**src/rtl/vector_checker_pkg.sv**
```systemverilog
// rtl/vector_checker_pkg.sv - shared types and helpers for the vector checker
package vector_checker_pkg;

    typedef enum logic [1:0] {
        IDLE  = 2'd0,
        RUN   = 2'd1,
        DRAIN = 2'd2,
        DONE  = 2'd3
    } chk_state_e;

    // Pointer index width for a FIFO of the given depth (at least one bit).
    function automatic int ptr_w(input int depth);
        return (depth <= 1) ? 1 : $clog2(depth);
    endfunction

    // The FIFO entry layout depends on WIDTH, so the packed struct
    // {stim, act, exp} is declared inside vector_checker where WIDTH is known.

endpackage

```
**src/rtl/chk_fifo.sv**
```systemverilog
// rtl/chk_fifo.sv - synchronous FIFO with wrap-bit pointers and flush
module chk_fifo
    import vector_checker_pkg::*;
#(
    parameter int DEPTH = 4,
    parameter int DW    = 16
) (
    input  logic          clk,
    input  logic          rst_n,
    input  logic          flush,
    input  logic          push,
    input  logic [DW-1:0] din,
    input  logic          pop,
    output logic [DW-1:0] dout,
    output logic          full,
    output logic          empty
);

    localparam int AW = ptr_w(DEPTH);
    localparam logic [AW:0] PTR_ONE = (AW + 1)'(1);

    logic [DW-1:0] mem [DEPTH];
    logic [AW:0]   wr_ptr;
    logic [AW:0]   rd_ptr;

    // Equal indices: wrap bits equal means empty, different means full.
    assign empty = (wr_ptr == rd_ptr);
    assign full  = (wr_ptr[AW] != rd_ptr[AW]) && (wr_ptr[AW-1:0] == rd_ptr[AW-1:0]);
    assign dout  = mem[rd_ptr[AW-1:0]];

    // Pointer update; flush discards all contents.
    always_ff @(posedge clk or negedge rst_n) begin
        if (!rst_n) begin
            wr_ptr <= '0;
            rd_ptr <= '0;
        end else if (flush) begin
            wr_ptr <= '0;
            rd_ptr <= '0;
        end else begin
            if (push && !full)
                wr_ptr <= wr_ptr + PTR_ONE;
            if (pop && !empty)
                rd_ptr <= rd_ptr + PTR_ONE;
        end
    end

    // Storage write; data only changes on an accepted push.
    always_ff @(posedge clk) begin
        if (push && !full)
            mem[wr_ptr[AW-1:0]] <= din;
    end

endmodule

```
**config.mk**
```make
export PLATFORM = sky130hd
export DESIGN_NAME = chk_fifo
export DESIGN_NICKNAME = d
export VERILOG_FILES = /design/src/rtl/vector_checker_pkg.sv /design/src/rtl/chk_fifo.sv
export SDC_FILE = /design/constraint.sdc
export NUM_CORES = 1
export LEC_CHECK = 0
export BUFFER_PORTS_ARGS = -buffer_cell sky130_fd_sc_hd__buf_2
export CAP_MARGIN = 25
export CORE_MARGIN = 2
export CORE_UTILIZATION = 45
export CTS_BUF_LIST = sky130_fd_sc_hd__clkbuf_2
export DETAILED_ROUTE_END_ITERATION = 10
export PLACE_DENSITY = 0.67
export SYNTH_ARGS = -nofsm -noshare
export SYNTH_HDL_FRONTEND = slang
export SYNTH_SLANG_ARGS = --single-unit
```
**constraint.sdc**
```tcl
create_clock -name clk -period 2.6 [get_ports clk]
set_input_delay 0.52 -clock clk [delete_from_list [all_inputs] [get_ports clk]]
set_output_delay 0.52 -clock clk [all_outputs]
set_load 0.02 [all_outputs]
```
==> reports/metrics.cfg, run 1 <==
[critical_path]
cp_top_family = flip-flops
arrival_ps = 1870
max_stage_delay_ps = 520
crit_type = reg -> out
critPathLaunchType = flip-flop
end_kind = output port
path_cells = buf_4 > mux4_2 > buf_2
crit_slowest_cell = dfrtp_1
cp.buffers_inverters = 2
crit_fanout = 20
worstPathRequired_ps = 2080

[sta]
fin_skew_ps = 19.25
worst_pin_slew_ps = 507.8
min_period_ps = 2391
relSlewSlack_pct = 65.90
maxSlewViolCount = 0
setup_viol = 0
fin_tns_setup_ps = 0
min_period_over_period_pct = 91.98
hold_viol_final = 0
grt_setup_unrepaired = no
max_freq_mhz = 418.2

[grt]
grt_pass1_wl_um = 7907
gr-total-overflow = 0
gr-usage-all-layers_pct = 15.10
antenna_found_initial = 0
first_global_vias = 1610
grt_max_degree = 22

[logic_synthesis]
synth_compound_area_share_pct = 4.708
synthTopCellsByCount = edfxtp_1 (64), mux4_2 (16), dfrtp_1 (6), ha_1 (5), nand2_1 (5)
synthArstFlopShare_pct = 8.571
synth-simple-area-share_pct = 4.446
synth_xor_area_share_pct = 2.354
avgSynthCellArea_um2 = 19.79
synth_top_area_cell = edfxtp_1
synthesis.nets = 171
yosys_warnings = 0
synth_top_family_by_area = multiplexers
netlist_area_um2 = 2870
synth_top_area_share_pct = 66.96
synthAdderAreaFrac_pct = 2.180
synth_mux_area_share_pct = 12.55
ys_ff_latch = 70
yosysMostFrequentCell = edfxtp_1
yosysSeqAreaShare_pct = 72.19
netlist_instances = 145
synthTopCellsByArea = edfxtp_1 (67%), mux4_2 (13%), dfrtp_1 (5.2%), ha_1 (2.2%), a211o_1 (0.92%)
synth_edf_count = 64
ys_types = 35
synthFlopType = edfxtp_1

[route]
via_count = 1543
wirelength_um = 4891
wl_per_cell_um = 17.59
drt-pass1-iter-count = 4
drtIter0Drc = 77
ant_nets = 0
drc = 0
viasPerCell = 5.550

[cells_and_area]
final_area_um2 = 3331
instances_no_fill = 278
area_growth_pct = 16.04
diodes = 0
drive_gt1_share_pct = 39.80
nets = 222
final_util_pct = 53.37

[die]
ios = 39
start_util_pct = 45.99
die_h_um = 83.87
core_um2 = 6241
dieWidth_um = 83.87
dieArea_um2 = 7033
rows = 29

[placed_design]
dpl_cell_area_um2 = 3191
io_buffer_count = 38
dp_hpwl_um = 3184
dp_cells = 261
place_congestion = 0.8054

[cts]
htree_levels = 3
clock-root-buffer = clkbuf_2
clock_latency_ps = 480
path_clk_slew_ps = 200
cts_buffers = 9
cts_tree = done
post_cts_buffers = 0
cts_buffer_depth = 2
cts.sinks = 70

[hold_path]
worstHoldPathType = in -> reg

[power]
vdd_drop_max_uv = 519.2
power.density_nw_per_um2 = 984.6
finalPower_w = 0.003280
p_leak_nw = 1.170

[outcome]
status = finished, final reports clean

[run]
maxCapViolations = 0

[power by group]
group | leakage, nW | switching, W | total, W | internal [W]
clock network | 0.0622 | 0.000386 | 0.000609 | 0.000223
logic | 0.440 | 0.000665 | 0.00113 | 0.000464
registers | 0.669 | 0.0000940 | 0.00154 | 0.00145
total | 1.17 | 0.00114 | 0.00328 | 0.00213
[kinds of logic (layout without fill, tap and decap cells)]
family	after synthesis	in the layout
XOR/XNOR	6	6
buffers and inverters	8	64
flip-flops	70	70
AO/OA/AOI/OAI	17	17
adder cells (fa/ha/maj)	5	5
multiplexers	16	16
AND/OR/NAND/NOR	23	23
[layout by cell type, fill, tap and decap left out, types with 5 or more instances in the layout]
master and instances:
mux4_2 16, ha_1 5, nand2_1 5, buf_4 6
buf_2 38, edfxtp_1 64, dfrtp_1 6, clkbuf_2 9
[per-layer routing]
layer | share of wire [%] | global-route usage, %
met5 | 0 | 0
met4 | 1.3 | 6.745
met3 | 4.8 | 4.154
met2 | 52 | 25.02
met1 | 41 | 18.60
[flip-flops by register name, indices dropped and copies added, names as in the netlist]
| name | count |
|---|---|
| mem | 64 |
| wr_ptr | 3 |
| rd_ptr | 3 |
[worst paths after layout]
check,slack (ps),end,from,depth (start not counted)
setup / recovery,210,dout[8],rd_ptr[1],3
hold / removal,230,mem[3][15],din[15],1
setup reg to reg,660,mem[1][1],wr_ptr[0],4
hold reg to reg,640,wr_ptr[2],wr_ptr[2],2
max in group asynchronous,2090,rd_ptr[1],rst_n,2
min in group asynchronous,360,wr_ptr[1],rst_n,2
[layout make-up]
class / count / area [um^2]
Inverter: 2 / 7.507
Timing Repair Buffer: 46 / 265.3
Fill cell: 509 / 2910
Clock buffer: 9 / 45.04
Sequential cell: 70 / 2072
Clock inverter: 7 / 73.82
Multi-Input combinational cell: 67 / 770.7
Tap cell: 77 / 96.34
[what timing repair did]
| action | CTS | global route |
|---|---|---|
| resized for setup | 0 | 1 |
| hold buffers | 1 | 0 |
| endpoints found under the setup margin | 0 | 1 |
| hold endpoints to repair | 6 | 0 |
[per-stage QoR]
| step | hold slack, ps | worst slack [ps] |
|---|---|---|
| final | 228.2 | 208.5 |
| after global routing | 171.2 | 39.68 |
| after floorplan | 224.4 | 553.2 |
| after CTS | 188.1 | 147.4 |
| after global placement | 358.8 | 758.4 |
| after detailed placement | 361.2 | 722.4 |
No activity file was read; power rests on OpenSTA's default activity.
==> run 2: changes to the inputs <==
--- a/config.mk
+++ b/config.mk
@@ -12,6 +12,7 @@
 export CTS_BUF_LIST = sky130_fd_sc_hd__clkbuf_2
 export DETAILED_ROUTE_END_ITERATION = 10
 export PLACE_DENSITY = 0.67
+export REMOVE_ABC_BUFFERS = 1
 export SYNTH_ARGS = -nofsm -noshare
 export SYNTH_HDL_FRONTEND = slang
 export SYNTH_SLANG_ARGS = --single-unit
==> run 2 against run 1 <==
  * Hold slack better by 28 ps
  * Setup slack worse by 72 ps
  * Sequential power hardly changed
  * Cell count is 0.36% lower
  * First-iteration DRC count is 23% higher
  * Fmax is 2.9% lower
  * Clock power is 24% lower
  * Count of clock-buffer cells in the layout stayed put
  * Non-clock buffer count stayed put
  * Design area is 1.6% lower
  * Core utilization is 0.86 points lower
  * Die area stayed put
  * Largest power group unchanged
==> reports/metrics.cfg, run 2 (synthesized netlist as in run 1, its figures left out) <==
[sta]
min_period_over_period_pct = 94.75  ; +2.8 points
relSlewSlack_pct = 62.32  ; -3.6 points
setup_viol = 0  ; unchanged
maxSlewViolCount = 0  ; unchanged
fin_skew_ps = 24.59  ; +5.340 ps
min_period_ps = 2464  ; +72.14 ps
fin_tns_setup_ps = 0  ; unchanged
grt_setup_unrepaired = no
whs_ps = 255.9  ; +27.66 ps
hold_viol_final = 0  ; unchanged
max_freq_mhz = 405.9  ; -2.9%
worst_pin_slew_ps = 561.1  ; +53.28 ps

[route]
via_count = 1536  ; -0.45%
drtIter0Drc = 95  ; +23%
wl_per_cell_um = 18.01  ; +2.4%
wirelength_um = 4989  ; +2.0%
drc = 0  ; unchanged
drt-pass1-iter-count = 4  ; unchanged
ant_nets = 0  ; unchanged
viasPerCell = 5.545  ; about the same

[cts]
cts.sinks = 70  ; unchanged
post_cts_buffers = 0  ; unchanged
cts_tree = done
path_clk_slew_ps = 200  ; about the same
cts_buffers = 9  ; unchanged
clock-root-buffer = clkbuf_2
htree_levels = 3  ; unchanged
cts_buffer_depth = 2  ; unchanged
clock_latency_ps = 460  ; -20 ps

[hold_path]
worstHoldPathType = in -> reg

[outcome]
status = finished, final reports clean

[critical_path]
arrival_ps = 1940  ; +70 ps
crit_type = reg -> out
worstPathRequired_ps = 2080  ; about the same
critPathLaunchType = flip-flop
end_kind = output port
crit_fanout = 14  ; -30%

[power]
vdd_drop_max_uv = 421.7  ; -19%
p_leak_nw = 1.158  ; -1.1%
power.density_nw_per_um2 = 947.9  ; -3.7%

[cells_and_area]
drive_gt1_share_pct = 39.50  ; -0.30 points
final_util_pct = 52.51  ; -0.86 points
layout_common_cells = edfxtp_1 (64), buf_2 (38), mux4_2 (16)
diodes = 0  ; unchanged
nets = 222  ; unchanged
largest_reg_flops = 64  ; unchanged
area_growth_pct = 14.17
layout_commonest_cell = edfxtp_1
final_area_um2 = 3277  ; -1.6%
instances_no_fill = 277  ; -0.36%

[placed_design]
dp_cells = 261  ; unchanged
dpl_cell_area_um2 = 3191  ; unchanged
place_congestion = 0.8962  ; +11%
io_buffer_count = 38  ; unchanged

[die]
core_um2 = 6241  ; unchanged
ios = 39  ; unchanged
dieArea_um2 = 7033  ; unchanged
die_h_um = 83.87  ; unchanged
rows = 29  ; unchanged
dieWidth_um = 83.87  ; unchanged
start_util_pct = 45.99  ; unchanged

[grt]
antenna_found_initial = 0  ; unchanged
gr-total-overflow = 0  ; unchanged
grt_pass1_wl_um = 8335  ; +5.4%
first_global_vias = 1613  ; +0.19%
grt_max_degree = 21  ; -4.5%
gr-usage-all-layers_pct = 15.66  ; +0.57 points

[run]
maxCapViolations = 0  ; unchanged

run 2: cell count changes in the layout (fill, tap and decap cells not counted):
cell        delta
bufinv_16      -1
clkinv_1       +1
clkinv_2       +3
clkinv_4       -1
clkinvlp_4     -2
dfrtp_1        -1
dfrtp_2        +1
inv_6          -1
xnor2_2        +1
xnor2_4        -1
run 2: timing repair:
item / 4_1_cts / 5_1_grt
endpoints found under the setup margin: 13 / 0
hold buffers: 1 / 0
gates resized for setup: 1 / 0
endpoints found under the hold margin: 6 / 0
run 2: final cells by class:
class                      count  area, um^2
timing repair buffer          46       265.3
sequential                    70        2073
fill                         522        2964
clock inverter                 6       30.03
tap                           77       96.34
clock buffer                   9       45.04
inverter                       2       7.507
multi-input combinational     67       759.5
run 2: critical path, cell delays in order (launching register included):
cell and delay (ps):
dfrtp_2 560, buf_12 220, mux4_2 530, buf_2 180
run 2: through the flow:
| step | setup WS, ps | power [W] |
|---|---|---|
| global placement | 542.6 | 0.002654 |
| CTS | 93.07 | 0.003144 |
| global route | 39.88 | 0.003290 |
| finish | 136.4 | 0.003106 |
| floorplan | 93.39 | 0.002297 |
| detailed placement | 488.6 | 0.002694 |
run 2: final timing paths:
check	start	end	slack, ps	cells past startpoint
worst max-delay path	rd_ptr[0]	dout[5]	140	3
worst min-delay path	din[12]	mem[1][12]	260	1
worst max register to register	rd_ptr[0]	mem[0][9]	600	5
worst min register to register	wr_ptr[2]	wr_ptr[2]	670	2
max in group asynchronous	rst_n	wr_ptr[0]	2060	2
min in group asynchronous	rst_n	wr_ptr[2]	380	2
run 2: where the power goes:
| group | switching [W] | internal [W] |
|---|---|---|
| Sequential | 0.000106 | 0.00145 |
| Clock | 0.000351 | 0.000110 |
| Combinational | 0.000640 | 0.000450 |
run 2: metal layers:
layer	global-route usage (%)	routed length, um
met1	20.47	2238
met2	25.16	2477
met3	4.946	231
met4	5.132	42
met5	0	0
==> run 3: changes to the inputs <==
--- a/config.mk
+++ b/config.mk
@@ -8,10 +8,10 @@
 export BUFFER_PORTS_ARGS = -buffer_cell sky130_fd_sc_hd__buf_2
 export CAP_MARGIN = 25
 export CORE_MARGIN = 2
-export CORE_UTILIZATION = 45
+export CORE_UTILIZATION = 59
 export CTS_BUF_LIST = sky130_fd_sc_hd__clkbuf_2
 export DETAILED_ROUTE_END_ITERATION = 10
-export PLACE_DENSITY = 0.67
+export PLACE_DENSITY = 0.83
 export REMOVE_ABC_BUFFERS = 1
 export SYNTH_ARGS = -nofsm -noshare
 export SYNTH_HDL_FRONTEND = slang
==> constraint.sdc (replaced) <==
create_clock -name clk -period 2.6 [get_ports clk]
set_input_delay 0 -clock clk [delete_from_list [all_inputs] [get_ports clk]]
set_output_delay 0 -clock clk [all_outputs]
set_load 0.02 [all_outputs]
==> run 3 against run 2 <==
  * Power up 4.8%
  * Die area down 23%
  * Core utilization up 21 points
  * Critical path depth up 3
  * Fmax up 5.4%
  * Wire length up 8.0%
  * Critical endpoint is now rd_ptr[1]
  * Cell count down 0.72%
  * Non-clock buffer count up 20
  * Count of clock-buffer cells in the layout up 4
  * Sequential share of layout area down 3.5 points
  * Critical path type is now reg -> reg
  * Setup slack better by 130 ps
==> reports/metrics.cfg, run 3 (synthesized netlist as in run 1, its figures left out) <==
[critical_path]
r2r_slack_ps = 260  ; -340 ps
arrival_ps = 2700  ; +760 ps
end_kind = flip-flop
max_stage_delay_ps = 580  ; +20 ps
r2r-end = rd_ptr[1]
r2r_start = rd_ptr[0]
cp_top_family = buffers and inverters
worstPathRequired_ps = 2960  ; +880 ps
path_cells = buf_4 > ha_1 > and3_1 > a211oi_1 > a31oi_1 > dlygate4sd3_1
cp-startpoint = rd_ptr[0]
crit_fanout = 20  ; +6
crit_type = reg -> reg
critPathLaunchType = flip-flop
crit_cells = 6  ; +3
cp.buffers_inverters = 2  ; unchanged
crit_slowest_cell = dlygate4sd3_1
ff2ff_path_depth = 6  ; +1
endpoint = rd_ptr[1]

[placed_design]
io_buffer_count = 38  ; unchanged
dp_slack_ps = 637.6  ; +149.0 ps
dp_hpwl_um = 3359
place_congestion = 0.8147  ; -9.1%

[grt]
met3_usage_pct = 5.898  ; +0.95 points
antenna_found_initial = 0  ; unchanged
gr-usage-all-layers_pct = 22.66  ; +7.0 points
grt_use_met2_pct = 38.69  ; +14 points
gr-total-overflow = 0  ; unchanged
grt_max_degree = 24  ; +14%
gr-usage-met1_pct = 25.61  ; +5.1 points
busiest_layer = met2
grt_pass1_wl_um = 8666  ; +4.0%
first_global_vias = 1826  ; +13%

[sta]
whs_ps = 275.3  ; +19.37 ps
fin_tns_setup_ps = 0  ; unchanged
grt_setup_unrepaired = no
worst_pin_slew_ps = 581.0  ; +19.85 ps
setup_ws_ps = 263.1  ; +126.7 ps
maxSlewViolCount = 0  ; unchanged
min_period_ps = 2337  ; -126.7 ps
min_period_over_period_pct = 89.88  ; -4.9 points
max_freq_mhz = 427.9  ; +5.4%
fin_skew_ps = 18.22  ; -6.376 ps
relSlewSlack_pct = 61.14  ; -1.2 points
setup_viol = 0  ; unchanged
hold_viol_final = 0  ; unchanged

[outcome]
status = finished, final reports clean

[power]
power.density_nw_per_um2 = 939.6  ; -0.88%
finalPower_w = 0.003255  ; +4.8%
vdd_drop_max_uv = 679.4  ; +61%
p_leak_nw = 1.259  ; +8.8%

[cts]
htree_levels = 3  ; unchanged
cts.sinks = 70  ; unchanged
cts_buffer_depth = 2  ; unchanged
post_cts_buffers = 0  ; unchanged
cts_buffers = 9  ; unchanged
cts_resized = 0  ; -1
clock-root-buffer = clkbuf_2
clock_latency_ps = 470  ; about the same
postCtsHoldBufs = 22  ; +21
path_clk_slew_ps = 190  ; about the same
cts_tree = done

[route]
drt-pass1-iter-count = 4  ; unchanged
drc = 0  ; unchanged
wl_per_cell_um = 19.60  ; +8.8%
drtIter0Drc = 137  ; +44%
ant_nets = 0  ; unchanged
viasPerCell = 6.084  ; +9.7%
wirelength_um = 5389  ; +8.0%
via_count = 1673  ; +8.9%

[die]
dieArea_um2 = 5439  ; -23%
rows = 25  ; -14%
start_util_pct = 61.17  ; +15 points
core_um2 = 4692  ; -25%
ios = 39  ; unchanged
dieWidth_um = 73.75  ; -12%
die_h_um = 73.75  ; -12%

[cells_and_area]
fill_cells = 284  ; -46%
drive_gt1_share_pct = 35.29  ; -4.2 points
layout_common_cells = edfxtp_1 (64), buf_2 (38), dlygate4sd3_1 (22)
layout_commonest_cell = edfxtp_1
largest_reg_flops = 64  ; unchanged
area_growth_pct = 20.71
diodes = 0  ; unchanged
nets = 242  ; +9.0%

[hold_path]
worstHoldPathType = in -> reg

[run]
maxCapViolations = 0  ; unchanged

## run 3: changes by cell type in the layout (fill, tap and decap cells not counted), sizes merged
cell / change
buf: -1
bufinv: +1
clkbuf: +4
clkinv: -3
clkinvlp: -1
dlygate4sd3: +21
## run 3: metal layers
metal  share of wire, %  vias up
met2                 54       74
met1                 39      838
li1                   -      745
met3                4.4       16
met4                2.1        0
met5                  0        -
## run 3: how the worst min path moves through the flow
stage / slack (ps) / depth (start not counted) / endpoint / startpoint
5_1_grt: 220 / 2 / mem[2][13] / din[13]
3_5_place_dp: -170 / 1 / wr_ptr[2] / rst_n
3_3_place_gp: -170 / 1 / wr_ptr[2] / rst_n
2_1_floorplan: -300 / 0 / rd_ptr[0] / rst_n
4_1_cts: 240 / 2 / mem[3][5] / din[5]
6_report: 280 / 2 / mem[0][11] / din[11]
## run 3: metrics by stage
step	util, %	cell area, um^2	instances
after global placement	66.96	3142	237
final	73.84	3465	275
after global routing	73.84	3465	275
after CTS	73.84	3465	275
after floorplan	-	2833	139
after detailed placement	66.96	3142	237
## run 3: cell type report
cell class / instances / area [um^2] / area share [%]
clock buffer: 13 / 65.06 / 1.878
timing repair buffer: 66 / 455.4 / 13.15
multi-input combinational: 67 / 759.5 / 21.92
sequential: 70 / 2072 / 59.81
tap: 54 / 67.56 / 1.950
clock inverter: 3 / 37.54 / 1.083
inverter: 2 / 7.507 / 0.2167
## run 3: report_power, final
part	switching (W)	internal (W)
Clock	0.000345	0.000233
Combinational	0.000679	0.000459
Sequential	0.0000896	0.00145
## run 3: worst reg2reg max path, delay by kind of cell (launching register included)
family,cells,cell delay [ps]
AOI/OAI and AO/OA,2,350
adders and majority gates,1,340
buffers and inverters,2,970
DFF,1,430
and+or+nand+nor,1,160
